===== src/rtl/deteccion_frecuencia.sv =====
// deteccion_frecuencia: measures the half-period of a divided clock and decodes its 3-bit frequency code
module deteccion_frecuencia #(
    parameter int HALF_BASE = 8,
    parameter int TOL       = 1,
    parameter int MATCH_N   = 3,
    parameter int TIMEOUT   = 160
) (
    input  logic       CLK,
    input  logic       Reset,
    input  logic       Sig_In,
    output logic [2:0] Frec_Detectada,
    output logic       Valido,
    output logic       Error,
    output logic [7:0] Periodo
);
    localparam logic [1:0] IDLE    = 2'd0;
    localparam logic [1:0] MEASURE = 2'd1;
    localparam logic [1:0] LOCKED  = 2'd2;

    logic       s1_q, s2_q, s3_q;
    logic       edge_p;
    logic [1:0] state_q, state_d;
    logic [7:0] cnt_q, cnt_d;
    logic [2:0] cand_q, cand_d;
    logic [3:0] mcnt_q, mcnt_d;
    logic [3:0] nxt_m;
    logic [2:0] frec_q, frec_d;
    logic       val_q, val_d;
    logic       err_q, err_d;
    logic [7:0] per_q, per_d;
    logic       hit;
    logic [2:0] code;

    assign edge_p = s2_q ^ s3_q;

    // decode the current count against every code window; windows never overlap
    always_comb begin
        hit  = 1'b0;
        code = 3'd0;
        for (int k = 0; k < 8; k++)
            if (int'(cnt_q) >= HALF_BASE*(k+1)-TOL && int'(cnt_q) <= HALF_BASE*(k+1)+TOL) begin
                hit  = 1'b1;
                code = 3'(k);
            end
    end

    // measurement state machine: count between edges, track candidate, lock after MATCH_N matches
    always_comb begin
        state_d = state_q;
        cnt_d   = cnt_q;
        cand_d  = cand_q;
        mcnt_d  = mcnt_q;
        frec_d  = frec_q;
        val_d   = val_q;
        err_d   = err_q;
        per_d   = per_q;
        nxt_m   = (code == cand_q) ? mcnt_q + 4'd1 : 4'd1;
        if (state_q == IDLE) begin
            if (edge_p) begin
                cnt_d   = 8'd1;
                state_d = MEASURE;
            end
        end else if (edge_p) begin
            cnt_d = 8'd1;
            per_d = cnt_q;
            if (!hit) begin
                mcnt_d  = 4'd0;
                err_d   = 1'b1;
                val_d   = 1'b0;
                state_d = MEASURE;
            end else begin
                err_d = 1'b0;
                if (state_q == LOCKED && code != cand_q) begin
                    val_d   = 1'b0;
                    cand_d  = code;
                    mcnt_d  = 4'd1;
                    state_d = MEASURE;
                end else if (state_q == MEASURE) begin
                    cand_d = code;
                    mcnt_d = nxt_m;
                    if (nxt_m == 4'(MATCH_N)) begin
                        frec_d  = code;
                        val_d   = 1'b1;
                        state_d = LOCKED;
                    end
                end
            end
        end else if (cnt_q == 8'(TIMEOUT)) begin
            val_d   = 1'b0;
            err_d   = 1'b1;
            mcnt_d  = 4'd0;
            cnt_d   = 8'd0;
            state_d = IDLE;
        end else begin
            cnt_d = (cnt_q == 8'hFF) ? cnt_q : cnt_q + 8'd1;
        end
    end

    // synchronizer, edge-detect flop and all state registers
    always_ff @(posedge CLK) begin
        if (Reset) begin
            s1_q    <= 1'b0;
            s2_q    <= 1'b0;
            s3_q    <= 1'b0;
            state_q <= IDLE;
            cnt_q   <= 8'd0;
            cand_q  <= 3'd0;
            mcnt_q  <= 4'd0;
            frec_q  <= 3'd0;
            val_q   <= 1'b0;
            err_q   <= 1'b0;
            per_q   <= 8'd0;
        end else begin
            s1_q    <= Sig_In;
            s2_q    <= s1_q;
            s3_q    <= s2_q;
            state_q <= state_d;
            cnt_q   <= cnt_d;
            cand_q  <= cand_d;
            mcnt_q  <= mcnt_d;
            frec_q  <= frec_d;
            val_q   <= val_d;
            err_q   <= err_d;
            per_q   <= per_d;
        end
    end

    assign Frec_Detectada = frec_q;
    assign Valido         = val_q;
    assign Error          = err_q;
    assign Periodo        = per_q;
endmodule


===== config.mk =====
export PLATFORM = sky130hd
export DESIGN_NAME = deteccion_frecuencia
export DESIGN_NICKNAME = d
export VERILOG_FILES = /design/src/rtl/deteccion_frecuencia.sv
export SDC_FILE = /design/constraint.sdc
export NUM_CORES = 1
export LEC_CHECK = 0
export BUFFER_PORTS_ARGS = -buffer_cell sky130_fd_sc_hd__buf_4
export CORE_AREA = 2 2 74 76
export CTS_BUF_LIST = sky130_fd_sc_hd__clkbuf_16
export DETAILED_ROUTE_END_ITERATION = 8
export DIE_AREA = 0 0 76 78
export PLACE_DENSITY = 0.59
export SLEW_MARGIN = 20
export SYNTH_ARGS = -nofsm -noshare
export SYNTH_HDL_FRONTEND = slang
export SYNTH_SLANG_ARGS = --single-unit

===== constraint.sdc =====
create_clock -name CLK -period 4.1 [get_ports CLK]
set_input_delay 0.41 -clock CLK [delete_from_list [all_inputs] [get_ports CLK]]
set_output_delay 0.41 -clock CLK [all_outputs]
set_load 0.01 [all_outputs]

==> flow_summary.toml <==
[outcome]
outcome = "completed"

[place]
io_buffers = 15
placed_cell_area_mm2 = 0.00191
dp_hpwl_mm = 2.61
globalplace.congestion = 0.828

[grt]
grt_pass1_vias = 1324
grt_pass1_wl_mm = 6.13
overflow = 0
antenna_found_initial = 0
grt_use_total_pct = 12.9
grt_max_degree = 29

[sta]
fin_skew_ns = 0.00457
timing.hold.ws_ns = 0.339
finalSetupViolations = 0
tns_ns = 0
tightest_slew_ns = 0.609
max_freq_ghz = 0.384
fin_crit_ns = 2.60
max-slew-margin-rel_pct = 59.3
maxSlewViolCount = 0
rsz0062_at_grt = "no"
hold_viol = 0
fin_crit_sh_pct = 63.5

[yosys]
yosys_warnings = 0
ys_top_cells_by_area = "dfxtp_1 (38%), nor2_1 (6.2%), nand2_1 (5.8%), a21oi_1 (4.9%), mux2i_1 (4.6%)"
seq_area_frac_synth_pct = 37.7
avgSynthCellArea_um2 = 8.22
synth.distinct_cells = 48
synthCells = 213
netlist_area_mm2 = 0.00175
ys_ff_latch = 33
ys.flop_type = "dfxtp_1"
synth_edf_count = 0
yosysTopAreaCell = "dfxtp_1"
syn-num-nets = 220
synth_top_area_share_pct = 37.7
async_flop_share_pct = 0

[floorplanning]
core_mm2 = 0.00504
rows = 26
die_area_mm2 = 0.00593
die_x_um = 76
die_height_um = 78
ioPinCount = 16
initial_core_util_pct = 34.7

[layout]
layout_common_cells = "dfxtp_1 (33), nor2_1 (29), nand2_1 (27)"
final_area_mm2 = 0.00207
drive_gt1_share_pct = 13.3
fillers = 535
nets = 232
fin_util_pct = 41.1
layout_commonest_cell = "dfxtp_1"
diodes = 0
syn_to_final_growth_pct = 18.4

[cts]
post_cts_resized = 0
clockRootBuffer = "clkbuf_16"
path_clk_slew_ns = 0.06
numClockSinks = 33
cts_setup_buffers = 0
cts.htree.levels = 2
cts_buffers = 5
hold_buffers = 0
cts_tree = "yes"
cts.path.max_buffers = 2
clk_latency_ns = 0.28

[worst_hold_path]
hp-class = "primary input to flop"

[setup_path]
critPathSlowestCell = "dfxtp_1"
critPathMaxStageDelay_ns = 0.54
crit_buf_inv = 0
cp-start-kind = "flop"
worstPathCellList = "or3b_1 -> a2111o_1 -> and3b_1 -> o211ai_1 -> nor2_4 -> mux2i_1 -> a211oi_1"
required_ns = 4.30
crit_family = "compound AO/OA/AOI/OAI gates"
crit_path_max_fanout = 12
critPathKind = "flop to flop"
arrival_ns = 2.80
endpoint_kind = "flop"

[drt]
via_count = 1480
wire_per_inst_um = 12.4
viasPerCell = 5.00
ant_nets = 0
first_iter_violations = 55
drc = 0
routed_wl_mm = 3.67
first_pass_iters = 4

[pwr]
leakage_nw = 0.783
total_power_mw = 0.781
vdd_drop_max_mv = 0.258
powerDensity_mw_per_mm2 = 376

[run]
max_cap_viol_count = 0
==> synth_stat cells (2+ instances only) <==
| cell type | instances |
|---|---|
| clkbuf_1 | 8 |
| inv_1 | 6 |
| and3b_1 | 2 |
| buf_2 | 2 |
| o21bai_1 | 3 |
| mux2i_1 | 8 |
| nand3_1 | 5 |
| o21ai_0 | 6 |
| o21ai_1 | 3 |
| a21oi_1 | 17 |
| nand4_1 | 3 |
| a211oi_1 | 2 |
| and2_1 | 2 |
| nor2b_1 | 5 |
| and3_1 | 2 |
| nand3b_1 | 2 |
| nand2_1 | 27 |
| nor2_1 | 29 |
| dfxtp_1 | 33 |
| o211ai_1 | 3 |
| a31oi_1 | 2 |
| xor2_1 | 8 |
| o21a_1 | 2 |
| nor3_1 | 5 |
| ha_1 | 4 |
| xnor2_1 | 2 |
==> path summary, 6_finish.rpt <==
path,cells past startpoint,slack (ns),endpoint,start
worst min-delay path,2,0.34,s1_q,Sig_In
worst max-delay path,7,1.50,mcnt_q[0],cnt_q[6]
worst max register to register,7,1.50,mcnt_q[0],cnt_q[6]
worst min register to register,1,0.44,s2_q,s1_q
==> per-layer routing <==
| layer | share of wire [%] | vias up | global-route usage, % | routed length, um |
|---|---|---|---|---|
| met5 | 0 | - | 0 | 0 |
| met4 | 2.2 | 0 | 6.55 | 80 |
| met3 | 3.2 | 6 | 3.37 | 117 |
| met2 | 44 | 22 | 20.5 | 1600 |
| met1 | 51 | 684 | 16.1 | 1870 |
| li1 | - | 768 | - | - |
==> flip-flops by register name, indices dropped and copies added (netlist names) <==
name and flops:
mcnt_q 4, Valido 1, cnt_q 8, cand_q 3, state_q 2, Periodo 8
s3_q 1, Error 1, s2_q 1, Frec_Detectada 3, s1_q 1
==> stage by stage <==
stage | instances | setup slack, ns
finish | 296 | 1.50
global route | 296 | 1.36
CTS | 296 | 1.48
detailed placement | 288 | 1.49
global placement | 288 | 1.50
floorplan | 213 | 1.86
==> area by class of cell <==
| cell class | count | area [um2] | share of cell area (%) |
|---|---|---|---|
| Timing Repair Buffer | 15 | 113 | 5.43 |
| Clock buffer | 5 | 125 | 6.03 |
| Inverter | 6 | 22.5 | 1.09 |
| Sequential cell | 33 | 661 | 31.8 |
| Clock inverter | 3 | 37.5 | 1.81 |
| Multi-Input combinational cell | 164 | 1030 | 49.6 |
| Tap cell | 70 | 87.6 | 4.22 |
==> power by group <==
group / internal [mW] / total, mW / switching (mW)
Clock: 0.282 / 0.419 / 0.137
Sequential: 0.325 / 0.329 / 0.00463
Combinational: 0.0110 / 0.0323 / 0.0213
==> logic make-up after synthesis <==
| kind of cell | count (synthesis) | synth area share, % |
|---|---|---|
| AND/OR/NAND/NOR | 93 | 26.9 |
| AO/OA/AOI/OAI | 49 | 19.4 |
| flip-flops | 33 | 37.7 |
| buffers and inverters | 16 | 3.57 |
| XOR/XNOR | 10 | 5.00 |
| multiplexers | 8 | 4.57 |
| adder cells (fa/ha/maj) | 4 | 2.86 |
(Power assumes the default switching activity.)
